$ cat src/rtl/tap_mac.sv
// -----------------------------------------------------------------------------
// tap_mac
// Sequential multiply-accumulate stage fed by a shift register's parallel taps.
// A start request snapshots all taps and coefficients. The stage then folds in
// one signed product per clock and publishes the full-precision dot product
// together with a one-cycle valid pulse.
//
// Ports
//   clk           single clock, all state updates on the rising edge
//   reset         synchronous active-high reset
//   start         request a new dot product (honoured in IDLE and DONE only)
//   taps          LENGTH signed taps, DATA_WIDTH bits each
//   coeffs        LENGTH signed coefficients, DATA_WIDTH bits each
//   busy          high while accumulating (RUN state)
//   result_valid  one-cycle pulse in the cycle result is updated (DONE state)
//   result        last completed dot product, ACC_WIDTH bits signed
// -----------------------------------------------------------------------------
module tap_mac #(
   parameter int DATA_WIDTH = 8,
   parameter int LENGTH     = 4,
   localparam int ACC_WIDTH = 2*DATA_WIDTH + $clog2(LENGTH)
) (
   input  logic                         clk,
   input  logic                         reset,
   input  logic                         start,
   input  logic signed [DATA_WIDTH-1:0] taps   [0:LENGTH-1],
   input  logic signed [DATA_WIDTH-1:0] coeffs [0:LENGTH-1],
   output logic                         busy,
   output logic                         result_valid,
   output logic signed [ACC_WIDTH-1:0]  result
);

   localparam int IDX_W  = $clog2(LENGTH);
   localparam int PROD_W = 2*DATA_WIDTH;
   localparam logic [IDX_W-1:0] LAST_IDX = IDX_W'(LENGTH-1);

   typedef enum logic [1:0] {
      IDLE = 2'd0,
      RUN  = 2'd1,
      DONE = 2'd2
   } state_t;

   state_t                       state_reg;
   state_t                       state_next;
   logic                         accept;
   logic                         last;
   logic [IDX_W-1:0]             idx_reg;
   logic signed [ACC_WIDTH-1:0]  acc_reg;
   logic signed [ACC_WIDTH-1:0]  result_reg;
   logic signed [DATA_WIDTH-1:0] snap_tap_reg  [0:LENGTH-1];
   logic signed [DATA_WIDTH-1:0] snap_coef_reg [0:LENGTH-1];

   logic signed [DATA_WIDTH-1:0] tap_sel;
   logic signed [DATA_WIDTH-1:0] coef_sel;
   logic signed [PROD_W-1:0]     product;
   logic signed [ACC_WIDTH-1:0]  product_ext;
   logic signed [ACC_WIDTH-1:0]  acc_sum;

   // One multiplier shared across all taps; idx_reg walks the snapshot.
   assign tap_sel  = snap_tap_reg[idx_reg];
   assign coef_sel = snap_coef_reg[idx_reg];

   // Both operands are widened as signed values first so the multiply is a
   // true signed full-width product.
   assign product     = PROD_W'(tap_sel) * PROD_W'(coef_sel);
   assign product_ext = ACC_WIDTH'(product);
   assign acc_sum     = acc_reg + product_ext;

   assign last = (idx_reg == LAST_IDX);

   // Outputs are decodes of the state register only, so nothing on the
   // input side reaches them combinationally.
   assign busy         = (state_reg == RUN);
   assign result_valid = (state_reg == DONE);
   assign result       = result_reg;

   always_comb begin
      state_next = state_reg;
      accept     = 1'b0;
      case (state_reg)
         IDLE: begin
            if (start) begin
               accept     = 1'b1;
               state_next = RUN;
            end
         end
         RUN: begin
            if (last) begin
               state_next = DONE;
            end
         end
         DONE: begin
            // Re-accepting here gives back-to-back throughput.
            if (start) begin
               accept     = 1'b1;
               state_next = RUN;
            end else begin
               state_next = IDLE;
            end
         end
         default: begin
            state_next = IDLE;
         end
      endcase
   end

   always_ff @(posedge clk) begin
      if (reset) begin
         state_reg  <= IDLE;
         idx_reg    <= '0;
         acc_reg    <= '0;
         result_reg <= '0;
         for (int i = 0; i < LENGTH; i++) begin
            snap_tap_reg[i]  <= '0;
            snap_coef_reg[i] <= '0;
         end
      end else begin
         state_reg <= state_next;
         if (accept) begin
            idx_reg <= '0;
            acc_reg <= '0;
            for (int i = 0; i < LENGTH; i++) begin
               snap_tap_reg[i]  <= taps[i];
               snap_coef_reg[i] <= coeffs[i];
            end
         end else if (state_reg == RUN) begin
            acc_reg <= acc_sum;
            if (last) begin
               result_reg <= acc_sum;
               idx_reg    <= '0;
            end else begin
               idx_reg <= idx_reg + IDX_W'(1);
            end
         end
      end
   end

endmodule

$ cat config.mk
export PLATFORM = sky130hd
export DESIGN_NAME = tap_mac
export DESIGN_NICKNAME = d
export VERILOG_FILES = /design/src/rtl/tap_mac.sv
export SDC_FILE = /design/constraint.sdc
export NUM_CORES = 1
export LEC_CHECK = 0
export ABC_AREA = 1
export CAP_MARGIN = 25
export CORE_MARGIN = 2
export CORE_UTILIZATION = 50
export CTS_CLUSTER_DIAMETER = 40
export DETAILED_ROUTE_END_ITERATION = 10
export PLACE_DENSITY = 0.84
export RECOVER_POWER = 25
export SLEW_MARGIN = 20
export SYNTH_ARGS = -nofsm -noshare
export SYNTH_HDL_FRONTEND = slang
export SYNTH_SLANG_ARGS = --single-unit
$ cat constraint.sdc
create_clock -name clk -period 11.3 [get_ports clk]
set_input_delay 2.26 -clock clk [delete_from_list [all_inputs] [get_ports clk]]
set_output_delay 2.26 -clock clk [all_outputs]
set_load 0.005 [all_outputs]
---- Word level (Yosys, flattened, before mapping) ----
Memory sizes are Yosys's and may differ from the RTL's. A register that Yosys moved wholly into a read port is not among the register bits.
Index checks and enable logic that the tools add are counted.
word-level totals
  register bits after elaboration ......... 40
  RAM bits ................................ 64
  output and inout bits ................... 20
  logic and storage cells ................. 52
  memories ................................ 2
memories
  memory         depth  width  rd ports  clocked after memory_dff  wr ports  RTL line  text
  snap_coef_reg  4      8      1         1                         4         51        logic signed [DATA_WIDTH-1:0] snap_coef_reg [0:LENGTH-1];
  snap_tap_reg   4      8      1         1                         4         50        logic signed [DATA_WIDTH-1:0] snap_tap_reg [0:LENGTH-1];
cells by class
  add/subtract/negate cells ............... 2
  multipliers ............................. 1
  eq/ne operators ......................... 5
  mux-type cells .......................... 24
  bitwise logic cells ..................... 9
  reduce and logical (&&, ||, !) cells .... 5
operators by type and width
  kind                 count
  $mux 8               8
  $add 18x16->18       1
  $mul 8x8->16         1
  $mux 2               7
  $mux 1               8
  $or 1x1->1           8
  $pmux 2 s3           1
  $eq 2x2->1 const B   2
  $reduce_or 2->1      2
  $reduce_and 3->1     1
  $add 2x1->2 const B  1
  $eq 2x1->1 const B   1
  $logic_not 2->1      1
  $ne 2x1->1 const B   1
  $ne 2x2->1 const B   1
  $reduce_and 2->1     1
  $not 1->1            1

---- Longest topological paths before layout ----
  depth in word-level cells ............... 7
  mapped depth ............................ 27
  gate-level depth less buffers ........... 25

---- Worst setup path before layout ----
OpenSTA, ideal clock, no wires.
  kind .................................... reg-to-reg
  start ................................... reg with a tool-made name
  end ..................................... reg acc_reg[14]
  setup time .............................. 110 ps
  arrival time ............................ 5080 ps
  required time ........................... 11190 ps
  slack ................................... 6110 ps
  cell stages (with the launch flop) ...... 26
  buffers on the path ..................... 2
  period minus slack after synthesis ...... 5190 ps
  cells stage by stage .................... dfxtp_1 -> buf_6 -> inv_6 -> buf_6 -> nand2_1 -> a32oi_4 -> inv_2 -> nor2_2 -> inv_2 -> fa_1 -> inv_1 -> fa_1 -> fa_1 -> fa_1 -> fa_1 -> ha_1 -> a21oi_1 -> nand2_1 -> nand2_1 -> nand3b_1 -> nand2_1 -> nand2_1 -> nand2_1 -> nand3_1 -> nand2_1 -> inv_1
RTL lines
  item                  RTL line  text
  end signal, assigned  127       acc_reg <= acc_sum;
  end, declared         48        logic signed [ACC_WIDTH-1:0] acc_reg;

==> flow_results.xml <==
<?xml version="1.0" encoding="UTF-8"?>
<metrics>
  <group name="run_status">
    <metric name="outcome" unit="">finished, violations left</metric>
    <metric name="failed_checks" unit="">capacitance limit, slew limit</metric>
  </group>
  <group name="clock_network">
    <metric name="cts_num_sinks" unit="">106</metric>
    <metric name="clkTransAtPathRegs" unit="ps">70</metric>
    <metric name="cts_hold_buf" unit="">0</metric>
    <metric name="ctsResizeCount" unit="">0</metric>
    <metric name="cts.root.buffer_cell" unit="">sky130_fd_sc_hd__clkbuf_16</metric>
    <metric name="cts-htree-levels" unit="">3</metric>
    <metric name="clock_latency" unit="ps">360</metric>
    <metric name="cts_inserted_buffers" unit="">9</metric>
    <metric name="post_cts.repair.setup_buffers" unit="">0</metric>
    <metric name="clk_path_buf_depth" unit="">2</metric>
    <metric name="cts_tree" unit="">done</metric>
  </group>
  <group name="pwr">
    <metric name="power.leakage" unit="uW">0.004762</metric>
    <metric name="power_per_cell_area" unit="nW/um2">233.2</metric>
    <metric name="p_total" unit="uW">2172</metric>
    <metric name="vdd_drop_max" unit="V">0.0001461</metric>
  </group>
  <group name="timing">
    <metric name="timing_worst_slew_pin_value" unit="ps">2753</metric>
    <metric name="clock.fmax" unit="MHz">167.4</metric>
    <metric name="setup_viol_count_final" unit="">0</metric>
    <metric name="rsz0062_at_grt" unit="">no</metric>
    <metric name="post-route-period-util" unit="">0.5285</metric>
    <metric name="finalClockSkew" unit="ps">5.568</metric>
    <metric name="tns" unit="ps">0</metric>
    <metric name="final-hold-violation-count" unit="">0</metric>
    <metric name="worst_slew_margin_rel" unit="">-0.8352</metric>
    <metric name="final_max_slew_viol_count" unit="">66</metric>
    <metric name="final_period_minus_worst_setup_slack" unit="ps">5972</metric>
  </group>
  <group name="worst_hold_path">
    <metric name="hp-class" unit="">reg2reg</metric>
    <metric name="instance_count_along_the_most_critical_hold_path" unit="">2</metric>
  </group>
  <group name="drt">
    <metric name="drt_first_pass_iters" unit="">4</metric>
    <metric name="avgRoutedWirePerCell" unit="um">14.12</metric>
    <metric name="finalWirelength" unit="um">17370</metric>
    <metric name="detailroute.via_count" unit="">6082</metric>
    <metric name="drtIter0Drc" unit="">262</metric>
    <metric name="post_drt_via_cell_ratio" unit="">4.945</metric>
    <metric name="drc" unit="">0</metric>
    <metric name="antenna_left" unit="">0</metric>
  </group>
  <group name="setup_path">
    <metric name="crit_path_max_fanout" unit="">31</metric>
    <metric name="cp_data_required_time" unit="ps">11560</metric>
    <metric name="worstSetupStartpointType" unit="">flip-flop</metric>
    <metric name="critical_path.endpoint_type" unit="">flip-flop</metric>
    <metric name="worst_ep_arrival_time" unit="ps">6230</metric>
    <metric name="timing.setup.critical_path_class" unit="">reg2reg</metric>
    <metric name="rr_worst_depth" unit="">24</metric>
  </group>
  <group name="place">
    <metric name="dpl.hpwl" unit="um">13670</metric>
    <metric name="dp_cells" unit="">1214</metric>
    <metric name="numPortBuffers" unit="">86</metric>
    <metric name="placement.cell_area" unit="um2">9062</metric>
    <metric name="place_congestion" unit="">0.8600</metric>
  </group>
  <group name="synth">
    <metric name="ys_seq_area_frac" unit="">0.3424</metric>
    <metric name="synth-seq-cells" unit="">106</metric>
    <metric name="postSynth.asyncResetShare" unit="">0</metric>
    <metric name="synth_flop_type" unit="">sky130_fd_sc_hd__edfxtp_1</metric>
    <metric name="post_synth_inst_count" unit="">933</metric>
    <metric name="post_synth_instance_area" unit="um2">8068</metric>
    <metric name="synth_cell_type_count" unit="">35</metric>
    <metric name="ys_warn_count" unit="">0</metric>
    <metric name="number_of_nets_in_the_synthesized_netlist" unit="">1123</metric>
    <metric name="synth_top_cell_by_area" unit="">sky130_fd_sc_hd__edfxtp_1</metric>
    <metric name="syn-mean-instance-area" unit="um2">8.647</metric>
    <metric name="synth_top_area_share" unit="">0.2382</metric>
    <metric name="synth_edf_count" unit="">64</metric>
    <metric name="synth.top_cells.by_area" unit="">sky130_fd_sc_hd__edfxtp_1 (24%), sky130_fd_sc_hd__fa_1 (20%), sky130_fd_sc_hd__dfxtp_1 (10%), sky130_fd_sc_hd__inv_1 (10%), sky130_fd_sc_hd__nand2_1 (7.6%)</metric>
  </group>
  <group name="job">
    <metric name="max_cap_violations" unit="">1</metric>
  </group>
  <group name="floorplan">
    <metric name="die-area" unit="um2">17170</metric>
    <metric name="floorplan.rows" unit="">46</metric>
    <metric name="die_height" unit="um">131.0</metric>
    <metric name="fp.coreArea" unit="um2">15830</metric>
    <metric name="initial_core_util" unit="">0.5097</metric>
    <metric name="io_pins" unit="">87</metric>
    <metric name="die_w" unit="um">131.0</metric>
  </group>
  <group name="final_layout">
    <metric name="drive_gt1_frac" unit="">0.05424</metric>
    <metric name="fin_area" unit="um2">9314</metric>
    <metric name="synthToLayoutAreaGrowth" unit="%">15.45</metric>
    <metric name="antenna-diode-count" unit="">0</metric>
    <metric name="number_of_nets_at_the_end_of_the_flow" unit="">1199</metric>
    <metric name="mostFrequentLayoutCells" unit="">sky130_fd_sc_hd__inv_1 (219), sky130_fd_sc_hd__nand2_1 (164), sky130_fd_sc_hd__nor2_1 (143)</metric>
    <metric name="leading_cell_type_in_the_layout_fill_and_taps_excluded" unit="">sky130_fd_sc_hd__inv_1</metric>
    <metric name="layout.filler_cells" unit="">1322</metric>
    <metric name="final-instance-count-excl-fill" unit="">1230</metric>
  </group>
  <group name="global_route">
    <metric name="gr-usage-all-layers" unit="">0.2195</metric>
    <metric name="antenna_violations_before_repair" unit="">0</metric>
    <metric name="grt_start_max_net_pins" unit="">66</metric>
    <metric name="overflow" unit="">0</metric>
    <metric name="grt_pass1_wl" unit="um">29160</metric>
    <metric name="first_global_vias" unit="">6232</metric>
  </group>
</metrics>
==> worst max-delay path, stage by stage, from the launching register on <==
cell and delay [ps]:
sky130_fd_sc_hd__dfxtp_1 340, sky130_fd_sc_hd__buf_4 250, sky130_fd_sc_hd__inv_6 220, sky130_fd_sc_hd__nand2_1 120, sky130_fd_sc_hd__a32oi_2 390, sky130_fd_sc_hd__inv_1 80
sky130_fd_sc_hd__nor2_1 740, sky130_fd_sc_hd__fa_1 580, sky130_fd_sc_hd__fa_1 500, sky130_fd_sc_hd__fa_1 550, sky130_fd_sc_hd__inv_1 50, sky130_fd_sc_hd__fa_1 480
sky130_fd_sc_hd__inv_1 40, sky130_fd_sc_hd__ha_1 270, sky130_fd_sc_hd__ha_1 340, sky130_fd_sc_hd__a21oi_1 230, sky130_fd_sc_hd__nor2_1 90, sky130_fd_sc_hd__nor2_1 100
sky130_fd_sc_hd__nand2_1 90, sky130_fd_sc_hd__nand2_1 90, sky130_fd_sc_hd__nand2_1 50, sky130_fd_sc_hd__nand2_1 80, sky130_fd_sc_hd__nand3_1 80, sky130_fd_sc_hd__nand2_1 70
sky130_fd_sc_hd__inv_1 30
==> report_power, final <==
group	switching, uW	leakage, uW	total (uW)	internal, uW
Sequential	18.6	0.00103	467	448
Clock	147	0.000137	299	152
Combinational	872	0.00359	1410	535
Total	1040	0.00476	2170	1140
==> area by class of cell <==
class | count | area, um2 | area share
inverter | 237 | 894.6 | 0.09605
multi-input combinational | 565 | 4220 | 0.4531
timing repair buffer | 90 | 887.1 | 0.09524
clock inverter | 6 | 50.05 | 0.005373
sequential | 106 | 2763 | 0.2966
clock buffer | 10 | 229.0 | 0.02458
tap | 216 | 270.3 | 0.02902
==> worst paths after layout <==
check	slack, ps	end	from
setup / recovery	5330	result[13]	flip-flop
hold / removal	460	result[6]	result[6]
setup reg to reg	5330	result[13]	flip-flop
hold reg to reg	460	result[6]	result[6]
==> cell usage after synthesis, types with 8 or more instances <==
library cell,instances
sky130_fd_sc_hd__a21oi_1,35
sky130_fd_sc_hd__nand2_1,164
sky130_fd_sc_hd__buf_2,8
sky130_fd_sc_hd__inv_2,18
sky130_fd_sc_hd__edfxtp_1,64
sky130_fd_sc_hd__a32oi_2,12
sky130_fd_sc_hd__nand3_1,31
sky130_fd_sc_hd__ha_1,43
sky130_fd_sc_hd__fa_1,80
sky130_fd_sc_hd__nor2_1,143
sky130_fd_sc_hd__inv_1,218
sky130_fd_sc_hd__dfxtp_1,42
sky130_fd_sc_hd__buf_4,12
sky130_fd_sc_hd__o21ai_0,22
==> through the flow <==
stage	worst slack (ps)	hold WS (ps)	utilization
after floorplan	6110	450.4	-
after global placement	5449	455.9	0.5726
after detailed placement	5364	456.4	0.5726
after CTS	5353	469.0	0.5902
after global routing	4922	494.0	0.5885
final	5328	463.7	0.5885
==> routing by layer <==
| layer | part of all wire | up-vias | GRT usage | wire (um) |
|---|---|---|---|---|
| met5 | 0 | - | 0 | 0 |
| met4 | 0.026 | 0 | 0.08198 | 448 |
| met3 | 0.048 | 38 | 0.03339 | 831 |
| met2 | 0.50 | 156 | 0.3755 | 8740 |
| met1 | 0.42 | 2912 | 0.2834 | 7350 |
| li1 | - | 2976 | - | - |
==> kinds of logic (layout without fill, tap and decap cells) <==
logic type / count (synthesis) / in the layout / synth area share
AND/OR/NAND/NOR: 352 / 352 / 0.1770
buffers and inverters: 262 / 343 / 0.1321
XOR/XNOR: 6 / 6 / 0.006514
flip-flops: 106 / 106 / 0.3424
AO/OA/AOI/OAI: 84 / 84 / 0.07677
adder cells (fa/ha/maj): 123 / 123 / 0.2652
(Power assumes the default switching activity.)
